[config.mk]
export PLATFORM = sky130hd
export DESIGN_NAME = mem_access_unit
export DESIGN_NICKNAME = d
export VERILOG_FILES = /design/src/rtl/mem_access_unit_pkg.sv /design/src/rtl/mem_access_unit_load_align.sv /design/src/rtl/mem_access_unit.sv
export SDC_FILE = /design/constraint.sdc
export NUM_CORES = 1
export LEC_CHECK = 0
export BUFFER_PORTS_ARGS = -buffer_cell sky130_fd_sc_hd__buf_2
export CAP_MARGIN = 20
export CORE_MARGIN = 8
export CORE_UTILIZATION = 41
export CTS_CLUSTER_DIAMETER = 30
export DETAILED_ROUTE_END_ITERATION = 8
export HOLD_SLACK_MARGIN = 0.06
export PLACE_DENSITY = 0.75
export SYNTH_ARGS = -nofsm -noshare
export SYNTH_HDL_FRONTEND = slang
export SYNTH_SLANG_ARGS = --single-unit
export TNS_END_PERCENT = 50
[constraint.sdc]
create_clock -name clk -period 1.9 [get_ports clk]
set_input_delay 0.285 -clock clk [delete_from_list [all_inputs] [get_ports clk]]
set_output_delay 0.285 -clock clk [all_outputs]
set_load 0.02 [all_outputs]
[src/rtl/mem_access_unit_pkg.sv]
// Shared encodings for the MIPS memory stage: memory-op codes, exception codes,
// FSM states and small op-classification helpers.
package mem_access_unit_pkg;

  typedef enum logic [3:0] {
    MEM_OP_NONE = 4'd0,
    MEM_OP_LB   = 4'd1,
    MEM_OP_LBU  = 4'd2,
    MEM_OP_LH   = 4'd3,
    MEM_OP_LHU  = 4'd4,
    MEM_OP_LW   = 4'd5,
    MEM_OP_SB   = 4'd6,
    MEM_OP_SH   = 4'd7,
    MEM_OP_SW   = 4'd8
  } mem_op_e;

  typedef enum logic [1:0] {
    EXC_NONE   = 2'b00,
    EXC_ADEL   = 2'b01,
    EXC_ADES   = 2'b10,
    EXC_BUSERR = 2'b11
  } exc_e;

  typedef enum logic [1:0] {
    ST_IDLE = 2'd0,
    ST_BUS  = 2'd1,
    ST_RESP = 2'd2
  } state_e;

  // Unknown op codes collapse to NONE so they behave as a pass-through.
  function automatic mem_op_e decode_op(input logic [3:0] code);
    mem_op_e op;
    case (code)
      4'd1:    op = MEM_OP_LB;
      4'd2:    op = MEM_OP_LBU;
      4'd3:    op = MEM_OP_LH;
      4'd4:    op = MEM_OP_LHU;
      4'd5:    op = MEM_OP_LW;
      4'd6:    op = MEM_OP_SB;
      4'd7:    op = MEM_OP_SH;
      4'd8:    op = MEM_OP_SW;
      default: op = MEM_OP_NONE;
    endcase
    return op;
  endfunction

  function automatic logic is_load(input mem_op_e op);
    return (op == MEM_OP_LB) || (op == MEM_OP_LBU) || (op == MEM_OP_LH) ||
           (op == MEM_OP_LHU) || (op == MEM_OP_LW);
  endfunction

  function automatic logic is_store(input mem_op_e op);
    return (op == MEM_OP_SB) || (op == MEM_OP_SH) || (op == MEM_OP_SW);
  endfunction

  function automatic logic misaligned(input mem_op_e op, input logic [1:0] addr_lo);
    logic bad;
    case (op)
      MEM_OP_LH, MEM_OP_LHU, MEM_OP_SH: bad = addr_lo[0];
      MEM_OP_LW, MEM_OP_SW:             bad = (addr_lo != 2'b00);
      default:                          bad = 1'b0;
    endcase
    return bad;
  endfunction

endpackage

[src/rtl/mem_access_unit_load_align.sv]
// Load extraction: picks the addressed byte/halfword out of a little-endian
// read word and sign- or zero-extends it to 32 bits.
module mem_access_unit_load_align
  import mem_access_unit_pkg::*;
(
  input  mem_op_e     op,
  input  logic [1:0]  addr_lo,
  input  logic [31:0] rdata,
  output logic [31:0] data
);

  logic [7:0]  lane_byte;
  logic [15:0] lane_half;

  always_comb begin
    lane_byte = rdata[7:0];
    case (addr_lo)
      2'd0: lane_byte = rdata[7:0];
      2'd1: lane_byte = rdata[15:8];
      2'd2: lane_byte = rdata[23:16];
      2'd3: lane_byte = rdata[31:24];
      default: lane_byte = rdata[7:0];
    endcase
    lane_half = addr_lo[1] ? rdata[31:16] : rdata[15:0];

    data = '0;
    case (op)
      MEM_OP_LB:  data = {{24{lane_byte[7]}}, lane_byte};
      MEM_OP_LBU: data = {24'd0, lane_byte};
      MEM_OP_LH:  data = {{16{lane_half[15]}}, lane_half};
      MEM_OP_LHU: data = {16'd0, lane_half};
      MEM_OP_LW:  data = rdata;
      default:    data = '0;
    endcase
  end

endmodule

[src/rtl/mem_access_unit.sv]
// MIPS memory stage: runs one load/store per request on a wait-stated bus and
// returns one registered result (data or exception) to writeback.
module mem_access_unit
  import mem_access_unit_pkg::*;
#(
  parameter int TIMEOUT_CYCLES = 16,
  parameter int CNT_W          = 8
) (
  input  logic        clk,
  input  logic        rst_n,
  input  logic        in_valid,
  output logic        in_ready,
  input  logic [3:0]  in_mem_op,
  input  logic [31:0] in_addr,
  input  logic [31:0] in_wdata,
  output logic        out_valid,
  input  logic        out_ready,
  output logic [31:0] out_data,
  output logic [1:0]  out_exc,
  output logic [31:0] out_badvaddr,
  output logic        dmem_req,
  output logic        dmem_we,
  output logic [31:0] dmem_addr,
  output logic [3:0]  dmem_be,
  output logic [31:0] dmem_wdata,
  input  logic        dmem_ready,
  input  logic [31:0] dmem_rdata
);

  // The counter value seen on the last waiting cycle before the bus is abandoned.
  localparam int              TO_LIM  = (TIMEOUT_CYCLES > 0) ? TIMEOUT_CYCLES - 1 : 0;
  localparam logic [CNT_W-1:0] TO_LAST = CNT_W'(TO_LIM);

  state_e            state;
  mem_op_e           op_q;
  logic [31:0]       addr_q;
  logic [CNT_W-1:0]  cnt;
  mem_op_e           in_op;
  logic [31:0]       load_data;
  logic [3:0]        st_be;
  logic [31:0]       st_wdata;

  assign in_op    = decode_op(in_mem_op);
  assign in_ready = (state == ST_IDLE);

  mem_access_unit_load_align u_load_align (
    .op      (op_q),
    .addr_lo (addr_q[1:0]),
    .rdata   (dmem_rdata),
    .data    (load_data)
  );

  // Lane placement for stores; loads always fetch the whole word.
  always_comb begin
    st_be    = 4'b1111;
    st_wdata = '0;
    case (in_op)
      MEM_OP_SB: begin
        st_be    = 4'b0001 << in_addr[1:0];
        st_wdata = {4{in_wdata[7:0]}};
      end
      MEM_OP_SH: begin
        st_be    = in_addr[1] ? 4'b1100 : 4'b0011;
        st_wdata = {2{in_wdata[15:0]}};
      end
      MEM_OP_SW: begin
        st_be    = 4'b1111;
        st_wdata = in_wdata;
      end
      default: begin
        st_be    = 4'b1111;
        st_wdata = '0;
      end
    endcase
  end

  always_ff @(posedge clk or negedge rst_n) begin
    if (!rst_n) begin
      state        <= ST_IDLE;
      op_q         <= MEM_OP_NONE;
      addr_q       <= '0;
      cnt          <= '0;
      out_valid    <= 1'b0;
      out_data     <= '0;
      out_exc      <= EXC_NONE;
      out_badvaddr <= '0;
      dmem_req     <= 1'b0;
      dmem_we      <= 1'b0;
      dmem_addr    <= '0;
      dmem_be      <= '0;
      dmem_wdata   <= '0;
    end else begin
      case (state)
        ST_IDLE: begin
          if (in_valid) begin
            op_q   <= in_op;
            addr_q <= in_addr;
            cnt    <= '0;
            if (in_op == MEM_OP_NONE) begin
              state        <= ST_RESP;
              out_valid    <= 1'b1;
              out_data     <= in_addr;
              out_exc      <= EXC_NONE;
              out_badvaddr <= '0;
            end else if (misaligned(in_op, in_addr[1:0])) begin
              state        <= ST_RESP;
              out_valid    <= 1'b1;
              out_data     <= '0;
              out_exc      <= is_store(in_op) ? EXC_ADES : EXC_ADEL;
              out_badvaddr <= in_addr;
            end else begin
              state      <= ST_BUS;
              dmem_req   <= 1'b1;
              dmem_we    <= is_store(in_op);
              dmem_addr  <= {in_addr[31:2], 2'b00};
              dmem_be    <= st_be;
              dmem_wdata <= st_wdata;
            end
          end
        end

        // A ready arriving on the timeout cycle still completes the access.
        ST_BUS: begin
          if (dmem_ready) begin
            state        <= ST_RESP;
            dmem_req     <= 1'b0;
            dmem_we      <= 1'b0;
            dmem_addr    <= '0;
            dmem_be      <= '0;
            dmem_wdata   <= '0;
            out_valid    <= 1'b1;
            out_data     <= is_load(op_q) ? load_data : '0;
            out_exc      <= EXC_NONE;
            out_badvaddr <= '0;
          end else if ((TIMEOUT_CYCLES != 0) && (cnt == TO_LAST)) begin
            state        <= ST_RESP;
            dmem_req     <= 1'b0;
            dmem_we      <= 1'b0;
            dmem_addr    <= '0;
            dmem_be      <= '0;
            dmem_wdata   <= '0;
            out_valid    <= 1'b1;
            out_data     <= '0;
            out_exc      <= EXC_BUSERR;
            out_badvaddr <= addr_q;
          end else begin
            cnt <= cnt + CNT_W'(1);
          end
        end

        ST_RESP: begin
          if (out_ready) begin
            state        <= ST_IDLE;
            out_valid    <= 1'b0;
            out_data     <= '0;
            out_exc      <= EXC_NONE;
            out_badvaddr <= '0;
          end
        end

        default: state <= ST_IDLE;
      endcase
    end
  end

endmodule

== Word level (Yosys, flattened, before mapping) ==
Memories as Yosys holds them, arrays and structs flattened.
Cells that the tools add are included.
Storage, ports and cells
  bits in registers: 183
  input bits: 105
  output and inout bits: 138
  memories kept: 1
  bits in read-only memories: 64
  word-level logic and storage cells: 134
Operators by class
  $add $sub $neg: 1
  shift operators: 1
  equal/unequal tests: 25
  reductions and logical operators: 19
  mux-type cells: 74
Memory list
  (name not given): words 16, width 4, read ports 1, clocked after Yosys merged registers in 0, write ports 0, line mem_access_unit_pkg.sv:33  | case (code)
Operator list (count)
  32-bit two-way mux: 19
  32-bit one-hot mux with 3 select lines: 3
  32-bit one-hot mux with 5 select lines: 1
  32-bit one-hot mux with 2 select lines: 2
  8-bit one-hot mux with 4 select lines: 1
  4-bit by 3-bit equality test with 1-bit output (second input constant): 6
  2-bit two-way mux: 12
  4-bit two-way mux: 6
  8-bit two-way mux: 3
  1-bit two-way mux: 17
  16-bit two-way mux: 1
  4-bit one-hot mux with 2 select lines: 2
  8-bit one-hot mux with 2 select lines: 1
  4-bit by 2-bit equality test with 1-bit output (second input constant): 3
  2-bit inequality test (second input constant): 6
  2-bit one-hot mux with 3 select lines: 2
  5-bit AND reduction: 2
  8-bit by 1-bit adder with 8-bit output (second input constant): 1
  8-bit by 4-bit equality test with 1-bit output (second input constant): 1
  2-bit equality test (second input constant): 3
  1-bit logical OR: 6
  1-bit one-hot mux with 2 select lines: 3
  2-bit by 1-bit equality test with 1-bit output (second input constant): 2
  4-bit by 1-bit equality test with 1-bit output (second input constant): 1
  14 further kinds: 16

== Logic depth before layout (Yosys ltp) ==
Gate-level depths: netlist of the first run.
An unclocked memory read counts as a cell.
  word-level depth: 11
  mapped depth: 9
  depth with buffers taken out: 7

== By module ==
Synthesis of the first run repeated with hierarchy kept, for this count alone.
Unflattened totals
  cell total of the unflattened synthesis: 902
  area, all modules: 9215.1 sq um
By module, submodules not included
  mem_access_unit: times used 1, cells each 787, sequential area each 4529.3 sq um, area each 8335.5 sq um
  mem_access_unit_load_align: times used 1, cells each 115, sequential area each 0.0 sq um, area each 879.6 sq um

== Least setup slack after synthesis of the first run ==
No wires, ideal clock.
  path kind: reg2reg
  start point: register state[0]
  end point: register out_badvaddr[22]
  clock period less this slack: 2.206 ns
  buffers on the path: 2
  data arrival time: 2.079 ns
  data required time: 1.773 ns
  path slack: -0.306 ns
  cell stages (with the launch flop): 10
  setup time: 0.127 ns
  path through: dfrtp_1 inv_1 ha_1 nand2b_1 o21ai_0 a21oi_2 nor3b_4 buf_6 buf_8 mux2_1
Between the ends
  cells in the longest elaborated chain, start to end: 3
  elaborated cells on any way between the ends: 10
  classes of those cells: eq/ne (6); mux (1); reduce/logical (3)
RTL lines
  start: declaration: line mem_access_unit.sv:34  | state_e state;
  start signal: assignment: line mem_access_unit.sv:79  | state <= ST_IDLE;
  start signal: assignment: line mem_access_unit.sv:100  | state <= ST_RESP;
  start signal: assignment: line mem_access_unit.sv:106  | state <= ST_RESP;
  2-bit logical NOT *
  named net in_ready: line mem_access_unit.sv:12  | output logic in_ready,
  3-bit by 1-bit inequality test with 1-bit output (no line), or another cell as far along
  5-bit AND reduction (no line)
  end signal: assignment: line mem_access_unit.sv:110  | out_badvaddr <= in_addr;
  end signal: assignment: line mem_access_unit.sv:145  | out_badvaddr <= addr_q;
  end: declaration: line mem_access_unit.sv:20  | output logic [31:0] out_badvaddr,
Mark *: on every way through the listed nets, which the timed path passes. The rest lies on a longest branch.
A chain may end at the register's enable or synchronous reset.

== Final worst setup path of the first run ==
  start point: register state[0]
  end point: register dmem_addr[12]
Between the ends
  cells in the longest elaborated chain, start to end: 3
  elaborated cells on any way between the ends: 9
  classes of those cells: eq/ne (5); mux (1); reduce/logical (3)
RTL lines
  2-bit by 1-bit equality test with 1-bit output / 2-bit logical NOT (equally long branches): line mem_access_unit.sv:93  | case (state)
  3-bit inequality test (no line), or another cell as far along
  5-bit AND reduction (no line)
  end signal: assignment: line mem_access_unit.sv:115  | dmem_addr <= {in_addr[31:2], 2'b00};
  end: declaration: line mem_access_unit.sv:23  | output logic [31:0] dmem_addr,
Several ways; a longest one is shown, not always the timed one.

==> flow_summary.yaml, run 1 <==
outcome:
  outcome: "finished, violations left"
  failed_checks: "negative setup slack"
power_and_ir_drop:
  seq_power_share: 0.289
  p_leak_uw: 0.006370
  intPower_uw: 13450
  power.density_nw_per_um2: 1727
  vdd_drop_max_v: 0.0007888
  switching_share: 0.3930
  switching_power_uw: 8707
  comb_power_share: 0.554
  p_clk_frac: 0.156
flow_run:
  maxCapViolations: 0
sta:
  min_period_ns: 2.069
  fin_crit_sh: 1.089
  finalMaxSlewViolations: 0
  setup_viol: 126
  slew_headroom: 0.6605
  finalSetupTns_ns: -15.65
  layout_setup_ws_ns: -0.1691
  tightest_slew_ns: 0.5093
  hold_viol: 0
  skew_ns: 0.01410
  hold_slack_ns: 0.1011
  rsz0062_at_grt: "true"
  clock.fmax_mhz: 483.3
global_routing:
  overflow: 0
  antenna_found_initial: 6
  grt_pass1_vias: 8141
  grt_pass1_wl_um: 47480
  grt_max_degree: 55
  grt_usage: 0.2158
synthesis:
  yosys-top-cells-area: "dfrtp_1, mux2_2, a22o_1"
  synth_area_leader_cell: "dfrtp_1"
  synth_most_common_cell: "dfrtp_1"
  synth_edf_count: 0
  syn_area_um2: 9395
  synth_commonest_cells: "dfrtp_1, mux2_2, nand2_1"
  async_reset_ff_frac: 1.000
  syn_area_per_cell_um2: 11.80
  synth-main-ff-cell: "dfrtp_1"
  synthCells: 796
  ys_warn_count: 0
  yosysSeqAreaShare: 0.4821
  synth_cell_types: 57
  ys_ff_latch: 181
  yosysTopAreaCellShare: 0.4821
worst_hold_path:
  hold_depth: 3
  hold_class: "in -> reg"
setup_path:
  crit_family: "multiplexers"
  start_kind: "flop"
  max_stage_delay_ns: 0.46
  cp.arrival_ns: 2.39
  path_cells: "inv_4 -> ha_4 -> buf_6 -> mux2_4 -> o211ai_4 -> buf_12 -> mux2_2"
  crit_fanout: 20
  critPathRequiredTime_ns: 2.22
  cp.depth: 7
  reg2reg_depth: 7
  cpMaxStageDelayCell: "dfrtp_2"
  end_kind: "flop"
  crit_buf_inv: 3
  worstSetupPathType: "reg -> reg"
floorplanning:
  start_util: 0.4162
  die_w_um: 167.4
  die-height_um: 167.4
  row_count: 55
  core_um2: 22570
  io_pins: 243
  die_area_um2: 28010
final_layout:
  final_area_um2: 12830
  final_cells: 1402
  num-nets-final: 1211
  drive_gt1_frac: 0.5319
  final_util: 0.5684
  areaGrowthSynthToFinish_pct: 36.56
drt:
  via_count: 7865
  viasPerCell: 5.610
  drtIter0Drc: 582
  wl_um: 31320
  route.detailed.drc: 0
  drt_first_pass_iters: 5
  ant_nets: 0
  wl_per_cell_um: 22.34
cts:
  cts.path.max_buffers: 2
  clock_latency_ns: 0.44
  cts.sinks: 181
  root_buffer: "clkbuf_16"
  clk_pin_slew_ns: 0.07
  htreeDepth: 4
  cts_buffers: 17
  cts_tree: "yes"
placement:
  gp_congestion: 0.8920
  place_area_um2: 11460
  portBuffers: 240
  dp_hpwl_um: 21650
  dp_cells: 1341
layout make-up:
type                    count  area (µm²)
multi-input cells         525        4887
clock inverters            12       118.9
repair buffers            344        2360
flip-flops and latches    181        4532
well taps                 285       356.6
inverters                  32       122.6
diodes                      4       10.01
clock buffers              19       442.9
fillers                  1877        9742
metal layers:
| metal | wire [µm] | vias to the layer above | track usage |
|---|---|---|---|
| met2 | 14870 | 350 | 0.3422 |
| li1 | - | 3481 | - |
| met1 | 12950 | 3965 | 0.2711 |
| met4 | 945 | 4 | 0.08346 |
| met3 | 2524 | 65 | 0.06819 |
| met5 | 21 | - | 0 |
through the flow:
step	total power (µW)	setup slack [ns]
2_1_floorplan	13050	-0.1210
3_3_place_gp	16100	-0.2064
3_5_place_dp	16390	-0.3014
4_1_cts	21430	-0.1680
5_1_grt	23280	-0.2314
6_report	22160	-0.1691
logic make-up (layout without fill, tap and decap cells):
logic type	count (synthesis)	after routing	share of synthesized area
compound gates	166	166	0.1239
xor+xnor	5	5	0.004661
other cells	1	6	0.0003991
mux	204	204	0.2541
simple gates	143	143	0.08004
fa+ha+maj	5	5	0.006659
buf+inv	91	407	0.04821
flops	181	181	0.4821
power by group through the flow:
stage / clock network, µW / registers [µW] / logic [µW]
after floorplan: 0 / 7630 / 5420
after CTS: 3540 / 6360 / 11500
after global routing: 3700 / 6580 / 13000
after detailed placement: 0 / 6400 / 10000
final: 3470 / 6410 / 12300
after global placement: 0 / 6310 / 9790
registers in the layout, summed over array words and instances, names as in the netlist:
name          cells
out_data         32
dmem_req          1
dmem_be           4
dmem_addr        30
out_badvaddr     32
op_q              4
out_exc           2
addr_q           32
state             2
dmem_we           1
cnt               8
dmem_wdata       32
out_valid         1
placed cells by master (no fill, tap or decap), types with 4 or more instances in the layout:
cell	synthesis	layout
nand2_1	51	49
buf_2	7	239
mux4_2	8	8
clkbuf_16	0	21
mux2_2	146	86
o21ai_0	26	25
a32oi_1	8	8
a22o_1	35	35
inv_6	0	4
a21oi_2	1	6
nand4_1	4	4
mux2_4	10	80
a31oi_2	0	4
buf_8	2	5
mux2i_1	30	29
dfrtp_1	181	179
a21oi_1	49	43
a221o_1	16	16
nor2b_1	34	32
a22oi_1	8	8
inv_1	32	29
diode_2	0	4
buf_12	0	12
nor2_1	27	26
xnor2_1	4	4
buf_6	7	13
nor3_1	4	4
buf_4	7	66
a31oi_1	8	4
path summary, 6_finish.rpt:
check	startpoint	endpoint	slack, ns
min in group asynchronous	rst_n	dmem_addr[13]	0.34
max in group asynchronous	rst_n	addr_q[25]	0.94
hold / removal	in_wdata[5]	dmem_wdata[5]	0.10
setup / recovery	state[0]	dmem_addr[12]	-0.17
setup reg to reg	state[0]	dmem_addr[12]	-0.17
hold reg to reg	dmem_addr[28]	dmem_addr[28]	0.50
worst reg2reg max path, delay by kind of cell, from the launching register on:
family | cells | cell delay (ns)
AO/OA/AOI/OAI | 1 | 0.19
multiplexers | 2 | 0.69
buffers and inverters | 3 | 0.45
flip-flops | 1 | 0.46
adder cells (fa/ha/maj) | 1 | 0.17
timing repair:
item / in CTS / in global routing
resized for setup: 91 / 39
endpoints found under the setup margin: 129 / 141
hold buffers: 1 / 0
hold endpoints to repair: 35 / 0
pin swaps: 5 / 7
buffers inserted: 13 / 7
cloned: 4 / 5
No activity file was read; power rests on OpenSTA's default activity.
==> run 2: changes to the inputs <==
ABC_AREA = 1   (was unset)
==> run 2 against run 1 <==
Net effect: maximum frequency increased by 12%; largest cell class unchanged; synthesized area is 3.6% higher; cell area shrank 3.3%; power down 3.6%; first-iteration DRC count grew 83%; the run now ends clean; sequential power fell by 2%; non-clock buffer count down 43.
==> flow_summary.yaml, run 2 <==
synthesis:
  synth_commonest_cells: "nand2_1, dfrtp_1, nand3_1"
  yosys-top-cells-area: "dfrtp_1, nand2_1, nand3_1"
  syn_area_per_cell_um2: 6.996
  synth_edf_count: 0
  synthCells: 1391
  ys_warn_count: 0
  yosysSeqAreaShare: 0.4654
  synth_most_common_cell: "nand2_1"
  synth_cell_types: 32
  synth-main-ff-cell: "dfrtp_1"
  syn_area_um2: 9732
  ys_ff_latch: 181
  async_reset_ff_frac: 1.000
  synth_area_leader_cell: "dfrtp_1"
  yosysTopAreaCellShare: 0.4654
worst_hold_path:
  hold_depth: 3
  min_to: "addr_q[11]"
  hold_class: "in -> reg"
  min-delay-start: "in_addr[11]"
sta:
  tightest_slew_ns: 0.6908
  fin_crit_sh: 0.9742
  layout_setup_ws_ns: 0.04898
  setup_viol: 0
  slew_headroom: 0.5395
  hold_viol: 0
  clock.fmax_mhz: 540.2
  min_period_ns: 1.851
  finalMaxSlewViolations: 0
  skew_ns: 0.008088
  finalSetupTns_ns: 0
setup_path:
  rrSetupSlack_ns: 0.05
  r2r_end: "out_data[3]"
  cp.arrival_ns: 2.23
  worstSetupPathType: "reg -> reg"
  timing.rr.start: "state[1]"
  critPathRequiredTime_ns: 2.28
  start_kind: "flop"
  crit_fanout: 11
  crit_start: "state[1]"
  end_kind: "flop"
  reg2reg_depth: 12
power_and_ir_drop:
  switching_power_uw: 9932
  switching_share: 0.4651
  p_leak_uw: 0.007079
  power.density_nw_per_um2: 1721
  vdd_drop_max_v: 0.0008062
  p_clk_frac: 0.165
  seq_power_share: 0.296
  comb_power_share: 0.539
  total_power_uw: 21360
  intPower_uw: 11420
cts:
  cts.path.max_buffers: 2
  htreeDepth: 4
  root_buffer: "clkbuf_16"
  cts.sinks: 181
  cts_tree: "yes"
  clock_latency_ns: 0.44
  cts_buffers: 17
  clk_pin_slew_ns: 0.07
placement:
  dp_slack_ns: 0.004372
  dp_cells: 1914
  portBuffers: 240
  dp_hpwl_um: 24200
  gp_congestion: 0.9180
final_layout:
  areaGrowthSynthToFinish_pct: 27.51
  num-nets-final: 1739
  final_common_cell: "nand2_1"
  final_cell_mix: "nand2_1, buf_2, dfrtp_1"
  drive_gt1_frac: 0.2212
  final_cells: 1960
  final_util: 0.5303
  diodes: 0
floorplanning:
  row_count: 56
  die-height_um: 170.1
  start_util: 0.4158
  core_um2: 23400
  die_area_um2: 28920
  io_pins: 243
  die_w_um: 170.1
drt:
  drtIter0Drc: 1066
  wl_per_cell_um: 17.65
  ant_nets: 0
  via_count: 10160
  drt_first_pass_iters: 6
  route.detailed.drc: 0
  viasPerCell: 5.185
  wl_um: 34590
flow_run:
  maxCapViolations: 0
outcome:
  outcome: "complete, no violations"
global_routing:
  grt_pass1_wl_um: 51760
  grt_pass1_vias: 9537
  grt_usage: 0.2270
  overflow: 0
  grt_max_degree: 69
  antenna_found_initial: 4
run 2: power by group through the flow:
stage	Combinational (µW)	Clock [µW]	Sequential, µW
after detailed placement	10300	0	6300
after global placement	10100	0	6290
final	11500	3520	6310
after global routing	12600	3720	6480
after floorplan	5510	0	7470
after CTS	10400	3560	6280
run 2: final cells by class:
class                   count  area (µm²)
inverters                  65       244.0
clock inverters            10       97.59
multi-input cells        1063        4596
fillers                  2239       10990
repair buffers            301        2062
well taps                 319       399.1
clock buffers              21       480.5
flip-flops and latches    181        4531
run 2: timing repair:
item,in CTS,in global routing
hold buffers,1,0
gates resized for setup,2,19
setup endpoints to repair,17,168
endpoints found under the hold margin,37,0
setup buffers,0,5
pin swaps,0,6
cloned,0,9
run 2: worst max-delay path by stage:
| stage | to | slack [ns] | cells after the start |
|---|---|---|---|
| after global placement | out_badvaddr[13] | 0.06 | 11 |
| after global routing | out_data[27] | -0.02 | 11 |
| after CTS | dmem_wdata[26] | -0.005 | 10 |
| after floorplan | dmem_addr[25] | 0.03 | 11 |
| final | out_data[3] | 0.05 | 12 |
| after detailed placement | dmem_wdata[27] | 0.004 | 10 |
run 2: kinds of logic (layout without fill, tap and decap cells):
| group | count (synthesis) | after routing | synth area share |
|---|---|---|---|
| compound gates | 108 | 108 | 0.05721 |
| flops | 181 | 181 | 0.4654 |
| xor+xnor | 4 | 4 | 0.003601 |
| other cells | 1 | 2 | 0.0003853 |
| fa+ha+maj | 5 | 5 | 0.006428 |
| simple gates | 944 | 944 | 0.3957 |
| buf+inv | 148 | 397 | 0.07123 |
run 2: critical path, stage by stage, from the launching register on:
cell	delay (ns)
dfrtp_1	0.40
inv_2	0.10
ha_4	0.16
inv_2	0.05
or2_4	0.25
nor2_4	0.13
nor2_4	0.07
inv_2	0.09
nor2_4	0.05
nand2_8	0.18
clkbuf_16	0.20
nand2_1	0.05
nand2_1	0.06
run 2: per-stage QoR:
stage                     cell area (µm²)  hold slack, ns
after floorplan                      9738        -0.01059
after global placement              11470          0.2539
after detailed placement            11470          0.2606
after CTS                           12070          0.1014
after global routing                12410          0.1084
final                               12410          0.1133
run 2: layer usage:
layer  track usage  wire [µm]  up-vias
met5             0         42        -
li1              -          -     4845
met1        0.2858      13870     4743
met3       0.07785       3687       59
met4       0.06903        765        8
met2        0.3630      16230      508
==> run 3: changes to the inputs <==
GPL_TIMING_DRIVEN = 0   (was unset)
==> run 3 against run 2 <==
Net effect: the flow now finishes with violations (negative setup slack); maximum frequency fell by 4.2%; hold slack got worse by 0.0036 ns; critical endpoint is now dmem_addr[6]; highest routed layer unchanged; clock skew rose by 0.0050 ns.
==> flow_summary.yaml, run 3 (same netlist as run 2, synthesis figures left out) <==
outcome:
  outcome: "finished, violations left"
  failed_checks: "negative setup slack"
sta:
  skew_ns: 0.01314
  rsz0062_at_grt: "true"
  setup_viol: 42
  hold_viol: 0
  slew_headroom: 0.4650
  finalSetupTns_ns: -0.5671
  fin_crit_sh: 1.017
  tightest_slew_ns: 0.8025
  clock.fmax_mhz: 517.6
  finalMaxSlewViolations: 0
  min_period_ns: 1.932
  layout_setup_ws_ns: -0.03188
global_routing:
  grt_pass1_vias: 10390
  grt_usage: 0.2517
  antenna_found_initial: 3
  overflow: 0
  grt_max_degree: 106
  grt_pass1_wl_um: 56810
placement:
  gp_congestion: 0.9501
  portBuffers: 240
  dp_slack_ns: -0.5222
  dp_hpwl_um: 27160
setup_path:
  worstSetupPathType: "reg -> reg"
  cpMaxStageDelayCell: "dfrtp_1"
  path_common_cell: "inv_2"
  path_cells: "inv_2 -> buf_6 -> ha_4 -> nand2_4 -> o21ai_4 -> inv_2 -> nor2_4 -> nand3_4 -> buf_12 -> buf_8 -> nand2_1 -> o21ai_1"
  end_kind: "flop"
  crit_family: "buffers and inverters"
  crit_fanout: 10
  max_stage_delay_ns: 0.41
  critPathRequiredTime_ns: 2.23
  start_kind: "flop"
  crit_buf_inv: 5
  cp.arrival_ns: 2.26
floorplanning:
  io_pins: 243
  die_area_um2: 28920
  die-height_um: 170.1
  die_w_um: 170.1
  start_util: 0.4158
  row_count: 56
  core_um2: 23400
final_layout:
  fill_cells: 2262
  areaGrowthSynthToFinish_pct: 30.91
  drive_gt1_frac: 0.2623
  final_cell_mix: "nand2_1, buf_2, dfrtp_1"
  final_common_cell: "nand2_1"
  num-nets-final: 1790
power_and_ir_drop:
  p_leak_uw: 0.007251
  power.density_nw_per_um2: 1762
  vdd_drop_max_v: 0.0007130
cts:
  cts_tree: "yes"
  cts.path.max_buffers: 2
  root_buffer: "clkbuf_16"
  clk_pin_slew_ns: 0.07
  clock_latency_ns: 0.45
  cts_buffers: 17
  cts.sinks: 181
  htreeDepth: 4
drt:
  route.detailed.drc: 0
  wl_um: 36880
  ant_nets: 0
  viasPerCell: 5.242
  wl_per_cell_um: 18.32
  drt_first_pass_iters: 6
  via_count: 10550
  drtIter0Drc: 1058
worst_hold_path:
  hold_class: "in -> reg"
flow_run:
  maxCapViolations: 0
==> run 3: changes by cell type in the layout (fill, tap and decap cells not counted), moves of 10 or more <==
cell / before / now
nand2_1: 743 / 690
nand2_2: 2 / 46
clkbuf_1: 0 / 28
buf_2: 239 / 258
buf_12: 16 / 5
buf_6: 3 / 13
clkbuf_4: 0 / 10
nand2_4: 0 / 10
==> run 3: final timing paths <==
path,from,end,slack (ns),cells past startpoint
worst max register to register,state[1],dmem_addr[6],-0.03,12
worst max-delay path,state[1],dmem_addr[6],-0.03,12
worst min-delay path,in_addr[5],addr_q[5],0.11,3
min in group asynchronous,rst_n,out_data[3],0.51,2
worst min register to register,out_badvaddr[7],out_badvaddr[7],0.47,2
max in group asynchronous,rst_n,addr_q[26],0.52,3
==> run 3: per-stage QoR <==
step | util | hold slack, ns | total power, µW | area (µm²) | cells
after floorplan | - | -0.01059 | 12980 | 9738 | 1392
after global placement | 0.4845 | 0.4502 | 16490 | 11340 | 1951
after detailed placement | 0.4861 | 0.4036 | 16700 | 11380 | 1952
after CTS | 0.5286 | 0.1003 | 21470 | 12370 | 2006
after global routing | 0.5443 | 0.1216 | 23890 | 12740 | 2012
final | 0.5444 | 0.1097 | 22450 | 12740 | 2013
==> run 3: layout make-up <==
cell class,instances,area [µm²],share of cell area
antenna,1,2.502,0.0001964
buffer,82,574.3,0.04508
clock buffer,18,429.2,0.03369
clock inverter,14,173.9,0.01365
inverter,65,251.5,0.01974
multi-input combinational,1064,4825,0.3787
sequential,181,4529,0.3555
tap,319,399.1,0.03133
timing repair buffer,269,1555,0.1221
==> run 3: what timing repair did <==
item | in CTS | in global routing
setup endpoints to repair | 151 | 146
hold buffers | 1 | 0
resized for setup | 50 | 111
cloned | 3 | 3
pin swaps | 7 | 14
buffers inserted | 18 | 5
endpoints found under the hold margin | 104 | 0
==> run 3: power by group <==
group	leakage, µW	total (µW)	switching (µW)	internal [µW]
clock	0.000293	3670	1680	1980
combinational	0.00458	12500	8010	4460
sequential	0.00238	6310	950	5360
total	0.00725	22500	10600	11800
==> run 3: layer usage <==
| layer | global-route usage | routed length, µm | vias up |
|---|---|---|---|
| met4 | 0.1087 | 1427 | 6 |
| li1 | - | - | 4960 |
| met5 | 0 | 36 | - |
| met2 | 0.4051 | 17130 | 518 |
| met3 | 0.07368 | 3553 | 95 |
| met1 | 0.3105 | 14740 | 4973 |
==> run 3: worst register-to-register path, stage by stage, from the launching register on <==
cell	delay (ns)
dfrtp_1	0.41
inv_2	0.10
buf_6	0.10
ha_4	0.20
nand2_4	0.12
o21ai_4	0.09
inv_2	0.06
nor2_4	0.15
nand3_4	0.15
buf_12	0.18
buf_8	0.15
nand2_1	0.07
o21ai_1	0.06
